<file path="src/rtl/fft16_ctrl.sv">
// fft16_ctrl -- control sequencer for a 16-point radix-4 FFT built around an
// external 4-input butterfly.
//
// A frame is four groups of four complex samples. Each sample is 17b Re plus
// 17b Im, in two's complement. The controller works in four steps:
//   1. It collects the four groups into a local buffer (LOAD).
//   2. It pushes each group through the butterfly with rotation codes
//      000..011 (S1). Results are written back in place (S1W drains).
//   3. It does a second pass with codes 100..111 (S2, S2W).
//   4. It streams the four result groups out (UNLOAD).
//
// Ports:
//   clk, rst_n            clock, asynchronous active-low reset
//   in_valid/in_ready     input group handshake, in_data[135:0]
//   bf_in, bf_rot         operand group and rotation code to the butterfly
//   bf_out                butterfly result, valid BF_LAT cycles after issue
//   out_valid/out_ready   result group handshake, out_data[135:0], out_idx k
//                         (group k holds bins k, k+4, k+8, k+12)
//   busy                  high whenever the controller is not in LOAD
//   frame_done            one-cycle pulse on the final output handshake
//
// Parameter: BF_LAT (1..4) is the butterfly pipeline latency in cycles.
//
// Optional feature: define FFT16_CTRL_SCALE_EN to make stage-2 captures
// store each 17b component arithmetically shifted right by 2. Stage-1
// captures are never scaled.
module fft16_ctrl #(
  parameter int unsigned BF_LAT = 1
) (
  input  logic         clk,
  input  logic         rst_n,
  input  logic         in_valid,
  output logic         in_ready,
  input  logic [135:0] in_data,
  output logic [135:0] bf_in,
  output logic [2:0]   bf_rot,
  input  logic [135:0] bf_out,
  output logic         out_valid,
  input  logic         out_ready,
  output logic [135:0] out_data,
  output logic [1:0]   out_idx,
  output logic         busy,
  output logic         frame_done
);

  typedef enum logic [2:0] {LOAD, S1, S1W, S2, S2W, UNLOAD} state_t;

  // The drain states reuse cnt as a wait counter; BF_LAT <= 4 fits in 2 bits.
  localparam logic [1:0] LAST_WAIT = 2'(BF_LAT - 1);

  state_t       state, state_nx;
  logic [1:0]   cnt, cnt_nx;
  logic         issue;
  logic [135:0] grp_buf [4];

  // Tag pipe: the slot each in-flight operation writes back to.
  logic [BF_LAT-1:0] tag_v;
  logic [1:0]        tag_slot [BF_LAT];
  logic [135:0]      cap_data;

  always_ff @(posedge clk or negedge rst_n) begin
    if (!rst_n) begin
      state <= LOAD;
      cnt   <= '0;
    end else begin
      state <= state_nx;
      cnt   <= cnt_nx;
    end
  end

  always_comb begin
    state_nx   = state;
    cnt_nx     = cnt;
    issue      = 1'b0;
    in_ready   = 1'b0;
    out_valid  = 1'b0;
    out_data   = '0;
    out_idx    = '0;
    bf_in      = '0;
    bf_rot     = '0;
    busy       = 1'b1;
    frame_done = 1'b0;
    case (state)
      LOAD: begin
        busy     = 1'b0;
        in_ready = 1'b1;
        if (in_valid) begin
          cnt_nx = cnt + 2'd1;
          if (cnt == 2'd3) state_nx = S1;
        end
      end
      S1: begin
        issue  = 1'b1;
        bf_in  = grp_buf[cnt];
        bf_rot = {1'b0, cnt};
        cnt_nx = cnt + 2'd1;
        if (cnt == 2'd3) state_nx = S1W;
      end
      S1W: begin
        if (cnt == LAST_WAIT) begin
          cnt_nx   = '0;
          state_nx = S2;
        end else begin
          cnt_nx = cnt + 2'd1;
        end
      end
      S2: begin
        issue  = 1'b1;
        bf_in  = grp_buf[cnt];
        bf_rot = {1'b1, cnt};
        cnt_nx = cnt + 2'd1;
        if (cnt == 2'd3) state_nx = S2W;
      end
      S2W: begin
        if (cnt == LAST_WAIT) begin
          cnt_nx   = '0;
          state_nx = UNLOAD;
        end else begin
          cnt_nx = cnt + 2'd1;
        end
      end
      UNLOAD: begin
        out_valid = 1'b1;
        out_data  = grp_buf[cnt];
        out_idx   = cnt;
        if (out_ready) begin
          cnt_nx = cnt + 2'd1;
          if (cnt == 2'd3) begin
            state_nx   = LOAD;
            frame_done = 1'b1;
          end
        end
      end
      default: begin
        state_nx = LOAD;
        cnt_nx   = '0;
      end
    endcase
  end

  // Reset clears the tags, so results still in the butterfly are dropped.
  always_ff @(posedge clk or negedge rst_n) begin
    if (!rst_n) begin
      tag_v <= '0;
      for (int unsigned i = 0; i < BF_LAT; i++) tag_slot[i] <= '0;
    end else begin
      tag_v[0]    <= issue;
      tag_slot[0] <= cnt;
      for (int unsigned i = 1; i < BF_LAT; i++) begin
        tag_v[i]    <= tag_v[i-1];
        tag_slot[i] <= tag_slot[i-1];
      end
    end
  end

`ifdef FFT16_CTRL_SCALE_EN
  // Every stage-2 result lands while the FSM is in S2 or S2W. Every stage-1
  // result has landed before S2 begins, so the state selects the scaling.
  logic stage2;
  assign stage2 = (state == S2) || (state == S2W);

  always_comb begin
    cap_data = bf_out;
    if (stage2) begin
      for (int unsigned i = 0; i < 8; i++)
        cap_data[i*17 +: 17] = {{2{bf_out[i*17+16]}}, bf_out[i*17+2 +: 15]};
    end
  end
`else
  assign cap_data = bf_out;
`endif

  // Loads and captures never coincide: captures only occur between S1 and
  // S2W, and loads only occur in LOAD. The buffer is deliberately not reset.
  always_ff @(posedge clk) begin
    if (in_ready && in_valid)
      grp_buf[cnt] <= in_data;
    else if (tag_v[BF_LAT-1])
      grp_buf[tag_slot[BF_LAT-1]] <= cap_data;
  end

endmodule

</file>
<file path="config.mk">
export PLATFORM = sky130hd
export DESIGN_NAME = fft16_ctrl
export DESIGN_NICKNAME = d
export VERILOG_FILES = /design/src/rtl/fft16_ctrl.sv
export SDC_FILE = /design/constraint.sdc
export NUM_CORES = 1
export LEC_CHECK = 0
export BUFFER_PORTS_ARGS = -buffer_cell sky130_fd_sc_hd__buf_2
export CAP_MARGIN = 20
export CORE_MARGIN = 5
export CORE_UTILIZATION = 30
export DETAILED_ROUTE_END_ITERATION = 8
export GPL_ROUTABILITY_DRIVEN = 0
export PLACE_DENSITY = 0.61
export SLEW_MARGIN = 15
export SYNTH_ARGS = -nofsm -noshare
export SYNTH_HDL_FRONTEND = slang
export SYNTH_SLANG_ARGS = --single-unit
</file>
<file path="constraint.sdc">
create_clock -name clk -period 23.6 [get_ports clk]
set_input_delay 0 -clock clk [delete_from_list [all_inputs] [get_ports clk]]
set_output_delay 0 -clock clk [all_outputs]
set_load 0.01 [all_outputs]
</file>
# After elaboration in Yosys (flattened, before gate mapping)

Memory sizes are Yosys's and may differ from the RTL's.
Cells that the tools add are included.

Output and inout bits: 281
Bits in writable memories: 544
Memories: 1
Register bits after elaboration: 8
Input port bits: 276

Equal/unequal tests: 14
Mux-type cells: 32
Reductions and logical operators: 8
Add/subtract/negate cells: 1

Memories:

| name    | depth | bits a word | rd ports | clocked after Yosys merged registers in | wr ports | line | source |
|---|---|---|---|---|---|---|---|
| grp_buf | 4     | 136         | 1        | 0                                       | 1        | 54   | `logic [135:0] grp_buf [4];` |

Operators with widths:

| kind                  | count |
|---|---|
| $mux W136             | 3 |
| $reduce_or A136 Y1    | 1 |
| $mux W3               | 8 |
| $pmux W3 S6           | 1 |
| $ne A2 B2 Y1 const B  | 8 |
| $mux W1               | 13 |
| $mux W2               | 5 |
| $pmux W2 S4           | 1 |
| $reduce_and A8 Y1     | 1 |
| $eq A3 B2 Y1 const B  | 2 |
| $eq A3 B3 Y1 const B  | 2 |
| $pmux W3 S2           | 1 |
| $reduce_or A2 Y1      | 2 |
| $eq A3 B1 Y1 const B  | 1 |
| $logic_not A3 Y1      | 1 |
| $add A2 B1 Y2 const B | 1 |
| $eq A2 B2 Y1 const B  | 1 |
| $logic_not A2 Y1      | 1 |
| $reduce_and A2 Y1     | 1 |
| $logic_and A1 B1 Y1   | 1 |

# Longest topological paths before layout

Gate-level depths: netlist of run 1.

Depth in word-level cells: 7
Depth in mapped cells: 9

# Worst setup path before layout of run 1

OpenSTA, ideal clock, no wires.

Path type: register to register
Start: register state[1]
End: memory grp_buf[0][0], enable pin
Arrival time: 14.165 ns
Path buffers: 0
Stages on the path, launching flop included: 4
Path slack: 8.435 ns
Library setup time: 1.000 ns
Period minus slack after synthesis: 15.165 ns
Cell sequence: dfrtp_1 nand2b_4 nor3_4 o41ai_1

Word-level cells in the longest chain between the ends: 7
Elaborated cells between the ends (all ways): 10

Ends and longest elaborated chain:

| item                                         | line | source |
|---|---|---|
| start, declared                              | 51   | `state_t state, state_nx;` |
| start signal, assigned                       | 66   | `state <= state_nx;` |
| $logic_not A3 Y1 (*)                         | 83   | `case (state)` |
| $mux W1 (*)                                  | 83   |  |
| $logic_and A1 B1 Y1 (*)                      | 176  | `if (in_ready && in_valid)` |
| $mux W1                                      | 176  |  |
| $mux W1 (not written as such)                | 179  | `grp_buf[tag_slot[BF_LAT-1]] <= cap_data;` |
| $reduce_or A136 Y1 (no line)                 | n/a  |  |
| $mux W2 (no line) or $mux W1 (tied branches) | n/a  |  |
| end, declared                                | 54   |  |

Mark *: on every way between the ends. The rest lies on a longest branch, timed or not.

# Worst setup path in the final report of run 1

Start: register state[1]
End: memory grp_buf[0][69], data pin

Word-level cells in the longest chain between the ends: 7

Ends and longest elaborated chain:

| item                          | line |
|---|---|
| $logic_not A3 Y1              | 83 |
| $mux W1                       | 83 |
| $logic_and A1 B1 Y1           | 176 |
| $mux W1                       | 176 |
| $mux W1 (not written as such) | 179 |
| $reduce_or A136 Y1 (no line)  | n/a |
| $mux W136 (no line)           | n/a |

Every way passes these cells.

==> reports/metrics.cfg, run 1 <==
[outcome]
status=finished clean

[placed_design]
place_inst=2778
dp_hpwl_um=36350
portBuffers=556

[global_route]
grt_usage_pct=13.18
grt_remaining_overflow=0
first_global_vias=15840
grt_max_degree=139
antenna_found_initial=2
grt_pass1_wl_um=89600

[finish]
finalNonFillerCells=3161
final.fill_count=7114
multi_input_area_um2=6858
drive_above_1_share_pct=44.20
nets=2343
n_antenna_cell=0
regArea_um2=16540
area_delta_synth_final_pct=35.66

[clock_tree]
clockBufferDepth=3
cts_resized=0
numCtsBuffers=58
insertion_delay_ns=0.59
clockRootBuffer=clkbuf_16
path_clk_slew_ns=0.06
cts.sinks=552
tritoncts=built
htreeDepth=2

[sta]
hold_viol_final=0
fmax_mhz=247.6
setup_tns_ns=0
tightest_slew_ns=0.9768
setup_viol=0
period_needed_ns=4.039
rsz0062_at_grt=no
slew_viol_final=0
fin_crit_sh_pct=17.11
skew_ns=0.02304
relSlewSlack_pct=34.88

[critical_path]
worstSetupPathType=flip-flop to flip-flop
critical_path_buf_inv_count=2
setup.worst_path.end_class=flip-flop
reg2reg_depth=6
r2r_end=grp_buf[0][69]
crit_chain=nand2b_4 > nor3_4 > nand2b_4 > buf_4 > mux2_2 > dlygate4sd3_1
cpMaxStageDelayCell=buf_4
crit_top_cell=nand2b_4
r2r_start=state[1]
slowest_delay_ns=0.71
worstPathArrival_ns=4.35
crit_path_start_kind=flip-flop
worstPathMaxFanout=61
cpLargestDelayFamily=buffers and inverters
cp.required_ns=23.91
r2r_slack_ns=19.56

[worst_hold_path]
hold_path.startpoint=bf_out[118]
holdCritPathClass=primary input to flip-flop
hold_end=grp_buf[2][118]
min_path_cells=3

[routing]
drtIter0Drc=635
viasPerCell=4.501
antenna_left=0
routedWlPerCell_um=18.47
dr.pass1.iters=4
drcViolationCount=0
dr_wl_met2_um=30750
top_layer=met4
wl_met1_um=23260
wl_met3_um=2764
num_vias=14230
drt-total-wl_um=58380

[logic_synthesis]
synth_top_area_share_pct=68.60
synth_area_leaders=edfxtp_1 (69%), mux4_2 (13%), and2_1 (7.1%)
netlist-cell-type-count=36
ys_ff_latch=552
yosys.area.top_type=edfxtp_1
synth-seq-area-share_pct=69.44
synth_edf_count=544
avgSynthCellArea_um2=19.24
synthFlopType=edfxtp_1
syn_nets=1517
synthCells=1238
async_flop_share_pct=1.449
ys_warn_count=0
synth_area_um2=23810

[floorplanning]
coreArea_um2=78870
start_util_pct=30.19
fp-row-count=103
die_width_um=291.7
die_h_um=291.7
ioPinCount=557
dieArea_um2=85120

[pwr]
peakVddDrop_mv=0.1143
p_leak_nw=12.26
powerDensity_nw_per_um2=137.2

[job]
drv_cap=0

cell type report:
class / count / area share (%)
clock buffer: 77 / 4.911
multi-input combinational: 599 / 21.23
timing repair buffer: 847 / 17.68
tap: 1050 / 4.066
inverter: 6 / 0.06971
clock inverter: 30 / 0.8404
sequential: 552 / 51.21
cells in the mapped netlist, types with 2 or more instances:
| master | n |
|---|---|
| edfxtp_1 | 544 |
| and2_1 | 272 |
| mux4_2 | 136 |
| mux2_2 | 96 |
| mux2_4 | 40 |
| clkbuf_1 | 37 |
| buf_2 | 19 |
| buf_4 | 14 |
| dfrtp_1 | 8 |
| nand2_1 | 7 |
| buf_1 | 6 |
| inv_1 | 6 |
| nor3_1 | 6 |
| o21ai_0 | 6 |
| buf_12 | 5 |
| nand3_1 | 5 |
| nor2_1 | 5 |
| a21oi_1 | 4 |
| ha_1 | 3 |
| a31oi_1 | 2 |
| o22ai_1 | 2 |
worst register-to-register path: stages, from the launching register on:
cell,delay (ns)
dfrtp_1,0.54
nand2b_4,0.24
nor3_4,0.43
nand2b_4,0.60
buf_4,0.71
mux2_2,0.60
dlygate4sd3_1,0.63
power by group:
part	total (mW)	internal [mW]	switching (mW)
logic	1.86	0.860	1.00
registers	1.69	1.59	0.102
clock network	0.881	0.524	0.357
total	4.43	2.97	1.46
routing by layer:
metal / global-route usage (%) / up-vias
met5: 0 / -
met4: 4.087 / 0
met3: 2.373 / 111
met2: 24.21 / 403
met1: 15.76 / 7201
li1: - / 6514
cells in the final DEF, fill, tap and decap left out, drive strengths merged, types with 8 or more instances in the layout:
cell type,netlist,final
dlygate4sd3,0,276
and2,272,272
clkinv,0,21
dfrtp,8,8
mux2,136,136
mux4,136,136
buf,44,571
edfxtp,544,544
clkbuf,37,77
cell families after synthesis:
family / share of synthesized area (%)
AOI/OAI and AO/OA: 0.4992
xor gates and xnor gates: 0.07357
adders and majority gates: 0.1576
buffers and inverters: 2.033
DFF: 69.44
muxes: 19.97
and+or+nand+nor: 7.834
flip-flops by register name, summed over array words and instances (netlist names):
signal    flops
grp_buf     544
state         3
cnt           2
tag_slot      2
tag_v         1
worst max path at each step:
stage | endpoint | startpoint | depth (start not counted) | slack (ns)
after CTS | grp_buf[3][67] | state[1] | 6 | 19.52
after floorplan | grp_buf[0][0] | state[1] | 3 | 8.44
final | grp_buf[0][69] | state[1] | 6 | 19.56
after global routing | grp_buf[3][67] | state[1] | 6 | 19.35
after detailed placement | grp_buf[1][67] | state[1] | 5 | 20.15
after global placement | out_data[12] | cnt[0] | 5 | 20.26
timing repair:
item / CTS / global route
endpoints found under the hold margin: 556 / 0
setup buffers: 0 / 0
hold buffers: 276 / 0
stage by stage:
step	setup slack [ns]	util [%]	total power, mW	hold slack (ns)	instance area [µm²]
after global placement	20.26	35.07	3.434	-0.1363	27660
after global routing	19.35	40.96	4.695	0.3049	32310
after CTS	19.52	40.96	4.523	0.2611	32300
after detailed placement	20.15	35.10	3.494	-0.1308	27680
after floorplan	8.435	-	2.959	-0.2956	23810
final	19.56	40.96	4.431	0.3284	32310
No activity file was read; power rests on OpenSTA's default activity.
==> inputs of run 2 (changes only) <==
ABC_AREA = 1   (was unset)
PLACE_DENSITY = 0.62   (was 0.61)
clock period = 3.3 ns   (was 23.6 ns; I/O delays follow)
==> reports/metrics.cfg, run 2 <==
[outcome]
status=finished clean

[routing]
antenna_left=0
dr.pass1.iters=5
routedWlPerCell_um=17.42
drtIter0Drc=1135
drt-total-wl_um=70120
drcViolationCount=0
num_vias=19150
viasPerCell=4.758

[finish]
area_delta_synth_final_pct=34.52
final_common_cell=buf_2
final.fill_count=7639
nets=3195
top_regs=grp_buf (544), state (3)
drive_above_1_share_pct=23.40
fin_util_pct=40.50
final_cell_mix=buf_2 (556), nor2_1 (549), edfxtp_1 (544)
top_register=grp_buf
largest_register_ff_count=544

[pwr]
fin_total_pwr_mw=32.95
powerDensity_nw_per_um2=1015
peakVddDrop_mv=0.7267
p_leak_nw=13.11

[logic_synthesis]
syn_nets=2434
ys_warn_count=0
synth_most_common_cell=nor2_1
synthCells=2155
synthFlopType=edfxtp_1
netlist-cell-type-count=24
synth_area_um2=24130
synth_area_leaders=edfxtp_1 (68%), nor2_1 (8.6%), o21ai_0 (5.0%)
synth_common_cells=nor2_1 (553), edfxtp_1 (544), nand2_1 (298), o21ai_0 (242), nand3_1 (144)
yosys.area.top_type=edfxtp_1
synth_edf_count=544
synth_top_area_share_pct=67.70
synth-seq-area-share_pct=68.53
async_flop_share_pct=1.449
ys_ff_latch=552
avgSynthCellArea_um2=11.20

[clock_tree]
hold_buffers=276
cts_setup_buffers=0
tritoncts=built
insertion_delay_ns=0.60
cts.sinks=552
clockBufferDepth=3
numCtsBuffers=58
clockRootBuffer=clkbuf_16
cts_resized=0
htreeDepth=2
path_clk_slew_ns=0.06

[sta]
fmax_mhz=347.3
hold_viol_final=0
rsz0062_at_grt=no
setup_viol=0
slew_viol_final=0
skew_ns=0.01843
relSlewSlack_pct=36.42
fin_crit_sh_pct=87.24
tightest_slew_ns=0.9538
period_needed_ns=2.879

[critical_path]
cp.required_ns=3.30
worstPathMaxFanout=75
crit_path_start_kind=flip-flop
r2r_start=state[2]
startpoint=state[0]
worstSetupPathType=flip-flop to output pin
reg2reg_depth=7
setup.worst_path.end_class=output pin
worstPathArrival_ns=2.88

[floorplanning]
coreArea_um2=80160
die_h_um=293.6
fp-row-count=104
die_width_um=293.6
ioPinCount=557
start_util_pct=30.10
dieArea_um2=86200

[global_route]
grt_remaining_overflow=0
grt_usage_pct=15.23
grt_pass1_wl_um=104600
grt_max_degree=139
antenna_found_initial=7
first_global_vias=18580

[worst_hold_path]
holdCritPathClass=primary input to flip-flop
hold_path.startpoint=bf_out[95]
min_path_cells=4

[placed_design]
dp_hpwl_um=43110
portBuffers=556

[job]
drv_cap=0

-- run 2: where the power goes --
part	switching, mW	total, mW	leakage, nW	internal (mW)
Sequential	0.608	12.3	5.11	11.7
Clock	2.59	6.34	0.900	3.75
Combinational	9.48	14.3	7.09	4.85
Total	12.7	33.0	13.1	20.3
-- run 2: layout make-up --
type / count / area, µm² / area share [%]
Clock buffer: 74 / 1575 / 4.853
Timing Repair Buffer: 868 / 5978 / 18.42
Tap cell: 1060 / 1326 / 4.086
Antenna cell: 3 / 7.507 / 0.02313
Clock inverter: 32 / 295.3 / 0.9097
Sequential cell: 552 / 16550 / 50.98
Multi-Input combinational cell: 1420 / 6658 / 20.51
Inverter: 16 / 72.57 / 0.2236
-- run 2: cell families after synthesis --
group | synth area share [%]
buffers and inverters | 4.138
DFF | 68.53
and+or+nand+nor | 16.52
adders and majority gates | 0.1556
AOI/OAI and AO/OA | 10.66
-- run 2: path summary, 6_finish.rpt --
kind                                    to  slack (ns)
setup / recovery              out_data[79]        0.42
hold / removal              grp_buf[2][95]        0.31
setup reg to reg           grp_buf[1][124]        0.46
hold reg to reg                   state[2]        0.61
max in group asynchronous            tag_v        2.49
min in group asynchronous           cnt[1]        0.48
-- run 2: critical path: stages, from the launching register on --
cell,delay [ns]
dfrtp_1,0.51
nand2_1,0.14
nor2_2,0.09
inv_4,0.68
buf_4,0.52
nor2_1,0.11
buf_2,0.17
-- run 2: metrics by stage --
| step | cells | setup WS (ns) | setup TNS (ns) | cell area (µm²) | hold slack, ns |
|---|---|---|---|---|---|
| after global routing | 4023 | 0.1985 | 0 | 32450 | 0.3072 |
| after floorplan | 2155 | -0.3078 | -159.09 | 24180 | -0.2956 |
| after global placement | 3640 | 0.5157 | 0 | 27820 | -0.1414 |
| final | 4025 | 0.4210 | 0 | 32460 | 0.3145 |
| after detailed placement | 3640 | 0.4579 | 0 | 27820 | -0.1358 |
| after CTS | 4022 | 0.4209 | 0 | 32450 | 0.2604 |
-- run 2: metal layers --
| metal | track usage (%) | vias up | routed length (µm) |
|---|---|---|---|
| li1 | - | 9142 | - |
| met1 | 18.79 | 9334 | 28820 |
| met2 | 27.54 | 543 | 35950 |
| met3 | 2.392 | 128 | 3491 |
| met4 | 4.677 | 4 | 1842 |
| met5 | 0 | - | 24 |
